<file path="config.mk">
export PLATFORM = sky130hd
export DESIGN_NAME = operand_fetch_flat
export DESIGN_NICKNAME = d
export VERILOG_FILES = /design/src/rtl/operand_fetch_if.sv /design/src/rtl/operand_fetch.sv /design/src/flat_wrapper.sv
export SDC_FILE = /design/constraint.sdc
export NUM_CORES = 1
export LEC_CHECK = 0
export BUFFER_PORTS_ARGS = -buffer_cell sky130_fd_sc_hd__buf_2
export CAP_MARGIN = 25
export CORE_ASPECT_RATIO = 1.4
export CORE_MARGIN = 2
export CORE_UTILIZATION = 35
export DETAILED_ROUTE_END_ITERATION = 6
export PLACE_DENSITY = 0.54
export SYNTH_ARGS = -nofsm -noshare
export SYNTH_HDL_FRONTEND = slang
export SYNTH_SLANG_ARGS = --single-unit
export TNS_END_PERCENT = 10
</file>
<file path="constraint.sdc">
create_clock -name clk -period 9.1 [get_ports clk]
set_input_delay 0.91 -clock clk [delete_from_list [all_inputs] [get_ports clk]]
set_output_delay 0.91 -clock clk [all_outputs]
set_load 0.005 [all_outputs]
</file>
<file path="src/rtl/operand_fetch_if.sv">
// operand_fetch_if: decode, register-file read, writeback and ALU-issue signals of the operand fetch stage
interface operand_fetch_if #(
  parameter int DATA_W = 32,
  parameter int ADDR_W = 5
);
  logic              in_valid;
  logic              in_ready;
  logic [ADDR_W-1:0] in_srcadd1;
  logic [ADDR_W-1:0] in_srcadd2;
  logic [ADDR_W-1:0] in_destadd;
  logic              in_wen;
  logic [ADDR_W-1:0] srcadd1;
  logic [ADDR_W-1:0] srcadd2;
  logic [DATA_W-1:0] src1;
  logic [DATA_W-1:0] src2;
  logic              wb_valid;
  logic [ADDR_W-1:0] wb_destadd;
  logic [DATA_W-1:0] ALUout;
  logic              out_valid;
  logic              out_ready;
  logic [DATA_W-1:0] op1;
  logic [DATA_W-1:0] op2;
  logic [ADDR_W-1:0] out_destadd;
  logic              out_wen;
  logic              wb_err;
  modport slave (
    input  in_valid, in_srcadd1, in_srcadd2, in_destadd, in_wen, src1, src2,
           wb_valid, wb_destadd, ALUout, out_ready,
    output in_ready, srcadd1, srcadd2, out_valid, op1, op2, out_destadd, out_wen, wb_err
  );
  modport master (
    output in_valid, in_srcadd1, in_srcadd2, in_destadd, in_wen, src1, src2,
           wb_valid, wb_destadd, ALUout, out_ready,
    input  in_ready, srcadd1, srcadd2, out_valid, op1, op2, out_destadd, out_wen, wb_err
  );
endinterface

</file>
<file path="src/rtl/operand_fetch.sv">
// operand_fetch: register-file read sequencer with busy scoreboard, writeback bypass and RAW/WAW stall
module operand_fetch #(
  parameter int DATA_W = 32,
  parameter int ADDR_W = 5
) (
  input logic clk,
  input logic rst,
  operand_fetch_if.slave bus_io
);
  localparam int NREG = 2 ** ADDR_W;
  logic [NREG-1:0]   busy_q, busy_d;
  logic              out_valid_q, out_valid_d;
  logic [DATA_W-1:0] op1_q, op1_d, op2_q, op2_d;
  logic [ADDR_W-1:0] dest_q, dest_d;
  logic              wen_q, wen_d;
  logic              wb_err_q, wb_err_d;
  logic              byp1, byp2, bypd, hazard, ready, accept;
  always_comb begin
    byp1   = bus_io.wb_valid && bus_io.wb_destadd == bus_io.in_srcadd1;
    byp2   = bus_io.wb_valid && bus_io.wb_destadd == bus_io.in_srcadd2;
    bypd   = bus_io.wb_valid && bus_io.wb_destadd == bus_io.in_destadd;
    hazard = (busy_q[bus_io.in_srcadd1] && !byp1) || (busy_q[bus_io.in_srcadd2] && !byp2) ||
             (bus_io.in_wen && busy_q[bus_io.in_destadd] && !bypd);
    ready  = !hazard && (!out_valid_q || bus_io.out_ready);
    accept = bus_io.in_valid && ready;
    busy_d = busy_q;
    // Clear first so a same-cycle new write to the same register keeps it busy
    if (bus_io.wb_valid) busy_d[bus_io.wb_destadd] = 1'b0;
    if (accept && bus_io.in_wen) busy_d[bus_io.in_destadd] = 1'b1;
    wb_err_d    = wb_err_q || (bus_io.wb_valid && !busy_q[bus_io.wb_destadd]);
    out_valid_d = accept ? 1'b1 : (bus_io.out_ready ? 1'b0 : out_valid_q);
    op1_d       = accept ? (byp1 ? bus_io.ALUout : bus_io.src1) : op1_q;
    op2_d       = accept ? (byp2 ? bus_io.ALUout : bus_io.src2) : op2_q;
    dest_d      = accept ? bus_io.in_destadd : dest_q;
    wen_d       = accept ? bus_io.in_wen : wen_q;
  end
  always_ff @(posedge clk or posedge rst) begin
    if (rst) begin
      busy_q      <= '0;
      out_valid_q <= 1'b0;
      op1_q       <= '0;
      op2_q       <= '0;
      dest_q      <= '0;
      wen_q       <= 1'b0;
      wb_err_q    <= 1'b0;
    end else begin
      busy_q      <= busy_d;
      out_valid_q <= out_valid_d;
      op1_q       <= op1_d;
      op2_q       <= op2_d;
      dest_q      <= dest_d;
      wen_q       <= wen_d;
      wb_err_q    <= wb_err_d;
    end
  end
  assign bus_io.in_ready    = ready;
  assign bus_io.srcadd1     = bus_io.in_srcadd1;
  assign bus_io.srcadd2     = bus_io.in_srcadd2;
  assign bus_io.out_valid   = out_valid_q;
  assign bus_io.op1         = op1_q;
  assign bus_io.op2         = op2_q;
  assign bus_io.out_destadd = dest_q;
  assign bus_io.out_wen     = wen_q;
  assign bus_io.wb_err      = wb_err_q;
endmodule
</file>
<file path="src/flat_wrapper.sv">
// flat-port wrapper written by rule: the top's interface ports become plain ports
module operand_fetch_flat 
#(
  parameter int DATA_W = 32,
  parameter int ADDR_W = 5
)
  (clk, rst, bus_io_in_valid, bus_io_in_srcadd1, bus_io_in_srcadd2, bus_io_in_destadd, bus_io_in_wen, bus_io_src1, bus_io_src2, bus_io_wb_valid, bus_io_wb_destadd, bus_io_ALUout, bus_io_out_ready, bus_io_in_ready, bus_io_srcadd1, bus_io_srcadd2, bus_io_out_valid, bus_io_op1, bus_io_op2, bus_io_out_destadd, bus_io_out_wen, bus_io_wb_err);
  operand_fetch_if #(.DATA_W(DATA_W), .ADDR_W(ADDR_W)) bus_io_i ();
  input logic clk;
  input logic rst;
  input wire logic [$bits(bus_io_i.in_valid)-1:0] bus_io_in_valid;
  input wire logic [$bits(bus_io_i.in_srcadd1)-1:0] bus_io_in_srcadd1;
  input wire logic [$bits(bus_io_i.in_srcadd2)-1:0] bus_io_in_srcadd2;
  input wire logic [$bits(bus_io_i.in_destadd)-1:0] bus_io_in_destadd;
  input wire logic [$bits(bus_io_i.in_wen)-1:0] bus_io_in_wen;
  input wire logic [$bits(bus_io_i.src1)-1:0] bus_io_src1;
  input wire logic [$bits(bus_io_i.src2)-1:0] bus_io_src2;
  input wire logic [$bits(bus_io_i.wb_valid)-1:0] bus_io_wb_valid;
  input wire logic [$bits(bus_io_i.wb_destadd)-1:0] bus_io_wb_destadd;
  input wire logic [$bits(bus_io_i.ALUout)-1:0] bus_io_ALUout;
  input wire logic [$bits(bus_io_i.out_ready)-1:0] bus_io_out_ready;
  output wire logic [$bits(bus_io_i.in_ready)-1:0] bus_io_in_ready;
  output wire logic [$bits(bus_io_i.srcadd1)-1:0] bus_io_srcadd1;
  output wire logic [$bits(bus_io_i.srcadd2)-1:0] bus_io_srcadd2;
  output wire logic [$bits(bus_io_i.out_valid)-1:0] bus_io_out_valid;
  output wire logic [$bits(bus_io_i.op1)-1:0] bus_io_op1;
  output wire logic [$bits(bus_io_i.op2)-1:0] bus_io_op2;
  output wire logic [$bits(bus_io_i.out_destadd)-1:0] bus_io_out_destadd;
  output wire logic [$bits(bus_io_i.out_wen)-1:0] bus_io_out_wen;
  output wire logic [$bits(bus_io_i.wb_err)-1:0] bus_io_wb_err;
  assign bus_io_i.in_valid = bus_io_in_valid;
  assign bus_io_i.in_srcadd1 = bus_io_in_srcadd1;
  assign bus_io_i.in_srcadd2 = bus_io_in_srcadd2;
  assign bus_io_i.in_destadd = bus_io_in_destadd;
  assign bus_io_i.in_wen = bus_io_in_wen;
  assign bus_io_i.src1 = bus_io_src1;
  assign bus_io_i.src2 = bus_io_src2;
  assign bus_io_i.wb_valid = bus_io_wb_valid;
  assign bus_io_i.wb_destadd = bus_io_wb_destadd;
  assign bus_io_i.ALUout = bus_io_ALUout;
  assign bus_io_i.out_ready = bus_io_out_ready;
  assign bus_io_in_ready = bus_io_i.in_ready;
  assign bus_io_srcadd1 = bus_io_i.srcadd1;
  assign bus_io_srcadd2 = bus_io_i.srcadd2;
  assign bus_io_out_valid = bus_io_i.out_valid;
  assign bus_io_op1 = bus_io_i.op1;
  assign bus_io_op2 = bus_io_i.op2;
  assign bus_io_out_destadd = bus_io_i.out_destadd;
  assign bus_io_out_wen = bus_io_i.out_wen;
  assign bus_io_wb_err = bus_io_i.wb_err;
  operand_fetch #(.DATA_W(DATA_W), .ADDR_W(ADDR_W)) u_core (.clk(clk), .rst(rst), .bus_io(bus_io_i));
endmodule
</file>
**Word-level counts from Yosys, hierarchy flattened**

Index checks and enable logic that the tools add are counted.

- Bits in registers: 104
- Latch bits: 0
- Memories: 0
- Output and inout bits: 83
- Input bits: 122
- Memory bits (writable): 0
- Word-level logic and storage cells: 61
- Bits in read-only memories: 0

- Shifts and indexed selects: 0
- Multiplexer cells: 18
- Reduce and logical (&&, ||, !) cells: 24
- $mul: 0
- Eq/ne operators: 3
- Magnitude comparators: 6
- Divide/modulo/power cells: 0
- Add/subtract/negate cells: 0
- Bitwise logic cells: 3

Operator list:

| kind | number |
|---|---|
| $mux 32 | 4 |
| $and 32x32->32 | 1 |
| $not 32->32 | 1 |
| $or 32x32->32 | 1 |
| $lt 5x6->1 const B | 4 |
| $bmux 1 s5 | 4 |
| $eq 5x5->1 | 3 |
| $logic_and 1x1->1 | 13 |
| $demux 1 s5 | 2 |
| $ge 5x1->1 const B | 2 |
| $mux 1 | 8 |
| $logic_not 1->1 | 6 |
| $logic_or 1x1->1 | 4 |
| $reduce_bool 2->1 | 1 |

**Depth between registers and ports, before layout**

Gate-level depths: netlist of run 1.

- Word-level depth: 11
- Gate-level depth with buffers: 10
- Depth with buffers taken out: 6

**Worst setup path before layout of run 1**

OpenSTA, ideal clock, no wires.

- Kind: input-to-output
- Start: input bus_io_in_destadd[0]
- End: output bus_io_in_ready
- Data arrival time: 2,377 ps
- Path slack: 5,813 ps
- Required time: 8,190 ps
- Buffers on the path: 2
- Stages: 7
- Cells stage by stage: buf_2 buf_4 mux4_2 a32oi_1 nand4_1 o211ai_1 and4_2

- Word-level cells in the longest chain between the ends: 7
- Elaborated cells on any way between the ends: 10
- Classes of those cells: eq/ne: 1; mux: 2; reduce/logical: 7

RTL lines:

| element | line | RTL |
|---|---|---|
| start: declaration | flat_wrapper.sv:14 | `input wire logic [$bits(bus_io_i.in_destadd)-1:0] bus_io_in_destadd;` |
| $bmux 1 s5 or $eq 5x5->1 (tied branches) | operand_fetch.sv:23, operand_fetch.sv:21 |  |
| $mux 1 (implied by the code) or $logic_and 1x1->1 (tied branches) | operand_fetch.sv:23, operand_fetch.sv:21 |  |
| $logic_and 1x1->1 or $logic_not 1->1 (tied branches) | operand_fetch.sv:23 | `(bus_io.in_wen && busy_q[bus_io.in_destadd] && !bypd);` |
| $logic_and 1x1->1 (*) | operand_fetch.sv:23 |  |
| $logic_or 1x1->1 (*) | operand_fetch.sv:22 | `hazard = (busy_q[bus_io.in_srcadd1] && !byp1) \|\| (busy_q[bus_io.in_srcadd2] && !byp2) \|\|` |
| $logic_not 1->1 (*) | operand_fetch.sv:24 | `ready = !hazard && (!out_valid_q \|\| bus_io.out_ready);` |
| $logic_and 1x1->1 (*) | operand_fetch.sv:24 |  |
| end: declaration | flat_wrapper.sv:22 | `output wire logic [$bits(bus_io_i.in_ready)-1:0] bus_io_in_ready;` |

Every way passes the cells marked *; elsewhere a longest branch is shown, timed or not. The select of a mux whose other input is x is not followed.

**Final worst setup path of run 1**

- Start: input bus_io_wb_destadd[1]
- End: register u_core.op1_q[14] (netlist: u_core.bus_io.op1[14])

- Word-level cells in the longest chain between the ends: 9
- Elaborated cells on any way between the ends: 18
- Classes of those cells: eq/ne: 3; mux: 1; reduce/logical: 14

RTL lines:

| element | line | RTL |
|---|---|---|
| start: declaration | flat_wrapper.sv:19 | `input wire logic [$bits(bus_io_i.wb_destadd)-1:0] bus_io_wb_destadd;` |
| $eq 5x5->1 (on tied branches) | operand_fetch.sv:19, operand_fetch.sv:20 |  |
| $logic_and 1x1->1 (on tied branches) | operand_fetch.sv:19, operand_fetch.sv:20 |  |
| $logic_not 1->1 | operand_fetch.sv:22 |  |
| $logic_and 1x1->1 | operand_fetch.sv:22 |  |
| $logic_or 1x1->1 (2 in series) | operand_fetch.sv:22 |  |
| $logic_not 1->1 | operand_fetch.sv:24 |  |
| $logic_and 1x1->1 | operand_fetch.sv:24 |  |
| $logic_and 1x1->1 | operand_fetch.sv:25 | `accept = bus_io.in_valid && ready;` |
| end signal: assignment | operand_fetch.sv:49 | `op1_q <= op1_d;` |
| end: declaration | operand_fetch.sv:13 | `logic [DATA_W-1:0] op1_q, op1_d, op2_q, op2_d;` |

Several ways; a longest one is shown, not always the timed one.
A chain may end at the register's enable or synchronous reset.

==> flow_metrics.py, run 1 <==
metrics = {
    "drt": {
        "first_iter_violations": 366,
        "avgViaCountPerCell": 5.38,
        "totalWireLength_um": 18400,
        "route.detailed.drc": 0,
        "dr.pass1.iters": 5,
        "route.vias.total": 4818,
        "ant_nets": 0,
        "wl_per_cell_um": 20.6,
    },
    "final_layout": {
        "final_area_mm2": 0.00784,
        "fin_nets": 769,
        "area_growth_pct": 20.0,
        "antenna-diode-count": 0,
        "drive_gt1_share_pct": 60.1,
        "fillers": 1787,
        "final_util_pct": 42.5,
    },
    "global_route": {
        "grtUsageTotal_pct": 18.4,
        "grt_pass1_wl_um": 28500,
        "grt_pass1_vias": 5064,
        "gr-total-overflow": 0,
        "antenna_found_initial": 0,
        "grt_max_degree": 76,
    },
    "cts": {
        "tritoncts": "done",
        "postCtsResizedCells": 0,
        "clkSlewWorstSetupHoldPaths_ns": 0.07,
        "cts.sinks": 104,
        "cts_root_buf": "clkbuf_16",
        "clk_latency_ns": 0.35,
        "ctsHoldBuffers": 0,
        "htree_num_levels": 3,
        "cts_buffer_depth": 2,
        "cts_setup_buffers": 0,
        "cts_buffers": 9,
    },
    "hold_path": {
        "worstHoldPathType": "register to register",
    },
    "pwr": {
        "power.total_w": 0.00166,
        "p_leak_nw": 3.55,
        "power.density_mw_per_mm2": 211,
        "ir_drop_v": 0.0000771,
    },
    "run": {
        "drv_cap": 0,
    },
    "synthesis": {
        "ys_seq_elements": 104,
        "synth_area_mm2": 0.00653,
        "seq_area_frac_synth_pct": 39.8,
        "ys_top_cells_by_area": "dfrtp_1 40%, mux2_4 14%, mux2_2 13%",
        "synth_common_cells": "104 x dfrtp_1, 75 x mux2_2, 60 x mux2_4, 33 x o21ai_0, 32 x o31ai_1",
        "synth-edff-count": 0,
        "synth_nets": 601,
        "synthCells": 479,
        "synth_top_area_share_pct": 39.8,
        "ys_warn_count": 0,
        "yosysMostFrequentCell": "dfrtp_1",
        "ys.flop_type": "dfrtp_1",
        "yosys.area.top_type": "dfrtp_1",
        "syn_area_per_cell_um2": 13.6,
        "async_reset_ff_share_pct": 100,
        "yosysUniqueCellTypes": 40,
    },
    "sta": {
        "tightest_slew_ns": 0.902,
        "finalSetupViolCount": 0,
        "min_period_over_period_pct": 44.8,
        "rsz0062_at_grt": "false",
        "slew_headroom_pct": 39.9,
        "finalCriticalPeriod_ns": 4.07,
        "setup_tns_ns": 0,
        "slew_violations": 0,
        "max_freq_mhz": 245,
        "finalHoldViolCount": 0,
        "finClkSkew_ns": 0.0152,
    },
    "setup_path": {
        "start_kind": "input port",
        "path_class": "input port to register",
        "r2r_end": "u_core.bus_io.op1[14]",
        "crit_path_max_incr_delay_ns": 0.78,
        "worstReg2RegStart": "u_core.busy_q[25]",
        "worstSetupEndpoint": "u_core.bus_io.op1[14]",
        "reg2reg_depth": 7,
        "critPathMaxFanout": 50,
        "arrival_ns": 4.30,
        "required_ns": 9.33,
        "crit_start": "bus_io_wb_destadd[1]",
        "path_cells": "buf_2 > xor2_1 > nor4_1 > and3_2 > a211o_1 > and4b_4 > buf_4 > mux2_2",
        "cp_slowest_cell": "and3_2",
        "r2r_setup_slack_ns": 5.66,
        "endpoint_kind": "register",
    },
    "floorplanning": {
        "row_count": 59,
        "fp.dieH_um": 166,
        "ios": 205,
        "initial_utilization_pct": 35.4,
        "die_width_um": 119,
        "core_mm2": 0.0185,
        "dieArea_mm2": 0.0198,
    },
    "placement": {
        "gp_congestion": 0.847,
        "place_area_mm2": 0.00752,
        "io_buffers": 204,
        "dp_hpwl_um": 13300,
    },
    "status": {
        "status": "finished clean",
    },
}
==> flip-flops by register name, indices dropped and copies added, names as in the netlist <==
name                       cells
u_core.bus_io.op1             32
u_core.bus_io.out_wen          1
u_core.bus_io.out_destadd      5
u_core.bus_io.wb_err           1
u_core.bus_io.out_valid        1
u_core.bus_io.op2             32
u_core.busy_q                 32
==> worst max-delay path, delay by kind of cell <==
family                 cells  cell delay (ns)
AO/OA/AOI/OAI              1             0.22
multiplexers               1             0.41
buffers and inverters      2             1.08
XOR/XNOR                   1             0.12
AND/OR/NAND/NOR            3             1.51
==> cell families (layout without fill, tap and decap cells) <==
logic type,Yosys count,in the layout,share of synthesized area [%]
multiplexers,176,176,39.8
flip-flops,104,104,39.8
AO/OA/AOI/OAI,74,74,7.39
AND/OR/NAND/NOR,56,56,5.13
buffers and inverters,54,227,5.84
XOR/XNOR,15,15,2.01
==> routing by layer <==
metal | share of wire, % | GRT usage, %
met1 | 41 | 23.3
met2 | 50 | 32.1
met3 | 7.3 | 3.41
met4 | 2.1 | 5.27
met5 | 0 | 0
==> cell usage in the layout (no fill, tap or decap), types with 2 or more instances in the layout <==
master     Yosys  routed
nand4_1        2       2
mux4_2        25      25
nand2b_1       2       2
or3b_2         3       3
mux2i_1        8       8
and3_1         4       2
inv_1          3       2
o31ai_1       32      32
xnor2_1        7       7
and3b_1        2       2
dfrtp_1      104     104
xor2_1         8       8
and3_2         0       2
mux2_2        75      75
buf_2          5     204
nand2_1       11      11
clkbuf_16      0       9
buf_4         12       3
mux2_4        60      60
o21ai_0       33      33
clkinv_2       0       2
nand3_1        7       7
nor4_1         3       3
nor2b_1        4       4
mux4_1         8       8
nor2_1         4       4
nand3b_1       8       8
inv_6          0       2
a32oi_1        4       4
==> area by class of cell <==
type	count	area, um2	area share, %
clock buffer	9	225	2.87
clock inverter	7	63.8	0.814
inverter	3	13.8	0.176
multi-input combinational	321	3550	45.4
sequential	104	2600	33.2
tap	244	305	3.90
timing repair buffer	208	1070	13.7
==> where the power goes <==
| part | switching [W] | leakage (nW) | internal, W |
|---|---|---|---|
| clock network | 0.000183 | 0.145 | 0.000192 |
| logic | 0.000226 | 2.13 | 0.000350 |
| registers | 0.0000985 | 1.27 | 0.000607 |
| total | 0.000508 | 3.55 | 0.00115 |
==> stage by stage <==
step           worst slack [ns]  hold slack [ns]  cells
5_1_grt                    4.84            0.523    896
6_report                   5.03            0.495    896
4_1_cts                    4.99            0.496    895
3_3_place_gp               4.68            0.468    879
3_5_place_dp               4.63            0.469    879
2_1_floorplan              5.46            0.460    479
==> worst min path at each step <==
stage | to | cells after the start | start | slack, ns
2_1_floorplan | u_core.bus_io.wb_err | 1 | u_core.bus_io.wb_err | 0.46
3_3_place_gp | u_core.bus_io.wb_err | 1 | u_core.bus_io.wb_err | 0.47
3_5_place_dp | u_core.bus_io.wb_err | 1 | u_core.bus_io.wb_err | 0.47
4_1_cts | u_core.bus_io.wb_err | 1 | u_core.bus_io.wb_err | 0.50
5_1_grt | u_core.bus_io.op1[6] | 1 | u_core.bus_io.op1[6] | 0.52
6_report | u_core.bus_io.wb_err | 1 | u_core.bus_io.wb_err | 0.50
Power figures use the tool's default switching activity.
==> inputs of run 2 (changes only) <==
ABC_AREA = 1   (was default)
clock period = 4 ns   (was 9.1 ns; I/O delays follow)
==> flow_metrics.py, run 2 <==
metrics = {
    "floorplanning": {
        "row_count": 59,
        "core_mm2": 0.0185,
        "die_width_um": 119,
        "ios": 205,
        "fp.dieH_um": 165,
        "dieArea_mm2": 0.0197,
        "initial_utilization_pct": 35.3,
    },
    "setup_path": {
        "path_class": "input port to output pin",
        "start_kind": "input port",
        "worst-path-buf-inv": 4,
        "critPathMaxFanout": 22,
        "reg2reg_depth": 12,
        "required_ns": 3.60,
        "path_cells": "buf_2 > inv_2 > nand2_1 > nand2_1 > nand2_1 > nand2_1 > nand2_1 > nand2_1 > nor2_1 > nand2_1 > a21oi_2 > nand3_1 > inv_1 > buf_2",
        "arrival_ns": 2.19,
        "cp_num_cells": 14,
        "cp_slowest_cell": "buf_2",
        "crit_family": "buffers and inverters",
        "cpMostUsedCell": "nand2_1",
        "endpoint_kind": "output pin",
        "crit_path_max_incr_delay_ns": 0.38,
    },
    "cts": {
        "clkSlewWorstSetupHoldPaths_ns": 0.07,
        "cts_root_buf": "clkbuf_16",
        "htree_num_levels": 3,
        "postCtsResizedCells": 0,
        "cts_setup_buffers": 0,
        "cts_buffers": 9,
        "clk_latency_ns": 0.35,
        "tritoncts": "done",
        "cts.sinks": 104,
        "ctsHoldBuffers": 0,
        "cts_buffer_depth": 2,
    },
    "synthesis": {
        "ys.flop_type": "dfrtp_1",
        "ys_warn_count": 0,
        "synth_area_mm2": 0.00652,
        "synth_common_cells": "475 x nand2_1, 107 x o21ai_0, 104 x dfrtp_1, 80 x nand3_1, 74 x inv_1",
        "async_reset_ff_share_pct": 100,
        "ys_seq_elements": 104,
        "synth_nets": 1140,
        "ys_top_cells_by_area": "dfrtp_1 40%, nand2_1 27%, o21ai_0 8.2%",
        "synth_top_area_share_pct": 39.9,
        "yosys.area.top_type": "dfrtp_1",
        "synth-edff-count": 0,
        "seq_area_frac_synth_pct": 39.9,
        "syn_area_per_cell_um2": 6.40,
        "yosysUniqueCellTypes": 25,
        "yosysMostFrequentCell": "nand2_1",
        "synthCells": 1018,
    },
    "pwr": {
        "clkPwrFrac_pct": 26.9,
        "power_frac_comb_pct": 27.6,
        "p_seq_share_pct": 45.5,
        "p_leak_nw": 4.49,
        "p_int_w": 0.00214,
        "sw_frac_of_total_pct": 33.7,
        "ir_drop_v": 0.000206,
        "power.density_mw_per_mm2": 411,
        "switching_power_w": 0.00109,
    },
    "sta": {
        "finalHoldViolCount": 0,
        "setup_tns_ns": 0,
        "max_freq_mhz": 386,
        "finalSetupViolCount": 0,
        "min_period_over_period_pct": 64.7,
        "tightest_slew_ns": 0.756,
        "holdWs_ns": 0.116,
        "finalCriticalPeriod_ns": 2.59,
        "finClkSkew_ns": 0.0141,
        "slew_headroom_pct": 49.4,
        "rsz0062_at_grt": "false",
        "slew_violations": 0,
    },
    "global_route": {
        "grt_pass1_wl_um": 36900,
        "gr-total-overflow": 0,
        "antenna_found_initial": 1,
        "grt_pass1_vias": 6901,
        "grt_max_degree": 77,
        "grtUsageTotal_pct": 23.8,
    },
    "drt": {
        "dr.pass1.iters": 5,
        "wl_per_cell_um": 16.4,
        "ant_nets": 0,
        "top_layer_used": "met5",
        "wl_met2_um": 11700,
        "m1WireLength_um": 9650,
        "totalWireLength_um": 23300,
        "route.vias.total": 7064,
        "first_iter_violations": 529,
        "route.detailed.drc": 0,
        "avgViaCountPerCell": 4.97,
        "wl_met3_um": 1310,
    },
    "final_layout": {
        "antenna-diode-count": 0,
        "fin_nets": 1297,
        "area_growth_pct": 20.7,
        "layout_common_cells": "475 x nand2_1, 204 x buf_2, 107 x o21ai_0",
        "mostFrequentLayoutCell": "nand2_1",
        "drive_gt1_share_pct": 19.4,
    },
    "hold_path": {
        "worstHoldPathType": "input port to async pin",
    },
    "placement": {
        "io_buffers": 204,
        "dp_hpwl_um": 17100,
        "gp_congestion": 0.985,
    },
    "status": {
        "status": "finished clean",
    },
    "run": {
        "drv_cap": 0,
    },
}
run 2: changes by cell type after synthesis, moves of 12 or more:
cell / before / now
a21oi_1: 0 / 12
a22oi_1: 0 / 14
buf_2: 5 / 23
inv_1: 3 / 74
mux2_2: 75 / 0
mux2_4: 60 / 0
mux4_2: 25 / 0
nand2_1: 11 / 475
nand3_1: 7 / 80
nor2_1: 4 / 44
nor3_1: 1 / 16
o21ai_0: 33 / 107
o31ai_1: 32 / 0
run 2: cell families (layout without fill, tap and decap cells):
family | after synthesis | count (layout) | synth area share, %
and+or+nand+nor | 621 | 621 | 37.8
xor gates and xnor gates | 3 | 3 | 0.403
DFF | 104 | 104 | 39.9
AOI/OAI and AO/OA | 148 | 148 | 12.2
buffers and inverters | 142 | 302 | 9.60
run 2: through the flow:
stage	total power (W)	instances	setup WS, ns	instance area [um2]	utilization (%)
2_1_floorplan	0.00193	1018	0.868	6520	-
3_3_place_gp	0.00238	1408	1.16	7590	41.1
3_5_place_dp	0.00238	1408	1.13	7590	41.1
4_1_cts	0.00326	1422	1.43	7870	42.6
5_1_grt	0.00346	1422	1.16	7870	42.6
6_report	0.00323	1422	1.41	7870	42.6
run 2: area by class of cell:
class	instances	area (um2)
Fill cell	2080	10600
Multi-Input combinational cell	772	3290
Sequential cell	104	2600
Inverter	78	295
Clock inverter	3	45.0
Clock buffer	11	233
Tap cell	244	305
Timing Repair Buffer	210	1090
run 2: worst paths after layout:
kind | slack, ns | endpoint | start
worst min register to register | 0.47 | u_core.bus_io.op2[7] | u_core.bus_io.op2[7]
min in group clk | 0.26 | u_core.bus_io.out_valid | bus_io_out_ready
worst max register to register | 1.74 | u_core.bus_io.op2[7] | u_core.busy_q[11]
worst min-delay path | 0.12 | u_core.bus_io.out_valid | rst
worst max-delay path | 1.41 | bus_io_in_ready | bus_io_in_destadd[0]
max in group asynchronous | 3.15 | u_core.busy_q[31] | rst
run 2: power groups by stage:
| stage | combinational, W | clock [W] | sequential [W] |
|---|---|---|---|
| after CTS | 0.000904 | 0.000887 | 0.00147 |
| after detailed placement | 0.000904 | 0 | 0.00148 |
| after global placement | 0.000897 | 0 | 0.00149 |
| final | 0.000891 | 0.000871 | 0.00147 |
| after global routing | 0.00102 | 0.000938 | 0.00150 |
| after floorplan | 0.000462 | 0 | 0.00146 |
run 2: routing by layer:
| metal | track usage (%) | vias to the layer above |
|---|---|---|
| li1 | - | 3523 |
| met1 | 29.2 | 3207 |
| met2 | 42.1 | 285 |
| met3 | 3.50 | 47 |
| met4 | 9.41 | 2 |
| met5 | 0 | - |
==> inputs of run 3 (changes only) <==
ABC_AREA = 0   (was 1)
clock period = 2.6 ns   (was 4 ns; I/O delays follow)
==> flow_metrics.py, run 3 (same netlist as run 1, synthesis figures left out) <==
metrics = {
    "status": {
        "status": "finished clean",
    },
    "drt": {
        "dr.pass1.iters": 5,
        "route.detailed.drc": 0,
        "wl_met3_um": 1470,
        "top_layer_used": "met4",
        "route.vias.total": 4990,
        "first_iter_violations": 381,
        "wl_met2_um": 9710,
        "m1WireLength_um": 7400,
        "totalWireLength_um": 19100,
        "ant_nets": 0,
        "avgViaCountPerCell": 5.42,
        "wl_per_cell_um": 20.8,
    },
    "final_layout": {
        "area_growth_pct": 24.6,
        "final_util_pct": 44.1,
        "antenna-diode-count": 0,
        "seq_area_mm2": 0.00261,
        "layout_common_cells": "203 x buf_2, 98 x dfrtp_1, 75 x mux2_2",
        "fin_nets": 793,
        "drive_gt1_share_pct": 62.9,
        "mostFrequentLayoutCell": "buf_2",
        "multi_input_area_mm2": 0.00356,
        "fin_cells": 920,
        "fillers": 1741,
    },
    "sta": {
        "max_freq_mhz": 389,
        "setup_tns_ns": 0,
        "slew_headroom_pct": 61.9,
        "holdWs_ns": 0.0343,
        "finalSetupViolCount": 0,
        "finalHoldViolCount": 0,
        "finalCriticalPeriod_ns": 2.57,
        "finClkSkew_ns": 0.0169,
        "min_period_over_period_pct": 98.9,
        "tightest_slew_ns": 0.570,
        "rsz0062_at_grt": "true",
        "slew_violations": 0,
    },
    "global_route": {
        "grtUsageTotal_pct": 19.5,
        "grt_max_degree": 105,
        "gr-total-overflow": 0,
        "grt_pass1_wl_um": 30100,
        "grt_pass1_vias": 5343,
        "antenna_found_initial": 0,
    },
    "floorplanning": {
        "core_mm2": 0.0185,
        "ios": 205,
        "dieArea_mm2": 0.0198,
        "row_count": 59,
        "fp.dieH_um": 166,
        "initial_utilization_pct": 35.4,
        "die_width_um": 119,
    },
    "placement": {
        "io_buffers": 204,
        "gp_congestion": 0.948,
        "dp_cells": 897,
        "dp_hpwl_um": 13900,
    },
    "cts": {
        "tritoncts": "done",
        "cts_root_buf": "clkbuf_16",
        "clk_latency_ns": 0.36,
        "cts_buffers": 9,
        "htree_num_levels": 3,
        "cts_buffer_depth": 2,
        "clkSlewWorstSetupHoldPaths_ns": 0.09,
        "cts.sinks": 104,
        "ctsHoldBuffers": 0,
    },
    "setup_path": {
        "worstSetupEndpoint": "u_core.bus_io.op1[13]",
        "required_ns": 2.84,
        "arrival_ns": 2.81,
        "critPathMaxFanout": 31,
        "r2r_end": "u_core.bus_io.op1[13]",
        "worstReg2RegStart": "u_core.busy_q[31]",
        "r2r_setup_slack_ns": 0.03,
        "crit_start": "u_core.busy_q[31]",
        "start_kind": "register",
        "path_class": "register to register",
        "reg2reg_depth": 8,
        "endpoint_kind": "register",
    },
    "run": {
        "drv_cap": 0,
    },
    "pwr": {
        "power.density_mw_per_mm2": 746,
        "ir_drop_v": 0.000312,
        "p_leak_nw": 3.68,
    },
    "hold_path": {
        "worstHoldPathType": "input port to async pin",
    },
}
==> run 3: cell types whose count changed in the layout (fill, tap and decap cells not counted), moves of 15 or more <==
cell	delta
nand2_1	-464
mux2_2	+75
o21ai_0	-74
nand3_1	-73
inv_1	-71
mux2_4	+60
nor2_1	-40
o31ai_1	+32
mux4_2	+27
buf_4	+15
nor3_1	-15
==> run 3: cell type report <==
class,instances,share of cell area [%]
clock buffers,9,2.77
clock inverters,7,1.11
flip-flops and latches,104,32.1
multi-input cells,321,43.7
well taps,244,3.75
repair buffers,232,16.5
inverters,3,0.184
==> run 3: how the worst min path moves through the flow <==
stage,to,slack (ns),cells after the start
floorplan,u_core.bus_io.wb_err,0.42,1
global placement,u_core.busy_q[2],0.46,3
detailed placement,u_core.busy_q[1],0.47,3
CTS,u_core.busy_q[9],0.07,3
global route,u_core.bus_io.op1[31],0.09,3
finish,u_core.bus_io.op1[31],0.03,3
==> run 3: worst max-delay path: stages (launching register included) <==
cell,delay [ns]
dfrtp_1,0.44
buf_4,0.16
mux4_2,0.49
mux2i_1,0.13
mux2_2,0.16
a211o_1,0.14
and4b_4,0.30
buf_12,0.25
mux2_2,0.36
==> run 3: power breakdown <==
| part | internal (W) | leakage (nW) | switching [W] |
|---|---|---|---|
| logic | 0.00130 | 2.27 | 0.000808 |
| registers | 0.00213 | 1.26 | 0.000371 |
| clock network | 0.000779 | 0.157 | 0.000686 |
| total | 0.00421 | 3.68 | 0.00186 |
==> run 3: through the flow <==
| stage | setup WS, ns | total power, W | instance area, um2 |
|---|---|---|---|
| floorplan | 0.139 | 0.00374 | 6540 |
| CTS | 0.0124 | 0.00613 | 8110 |
| detailed placement | -0.116 | 0.00459 | 7740 |
| finish | 0.0294 | 0.00607 | 8140 |
| global route | -0.0769 | 0.00643 | 8140 |
| global placement | -0.0517 | 0.00455 | 7740 |
==> run 3: repair_timing <==
item                       CTS  global route
gates resized for setup      7             8
setup endpoints to repair    1            84
setup buffers                7             0
pin swaps                    1             4
==> run 3: layer usage <==
metal,up-vias,track usage [%]
li1,2197,-
met1,2471,23.7
met2,277,33.3
met3,45,4.58
met4,0,7.67
met5,-,0
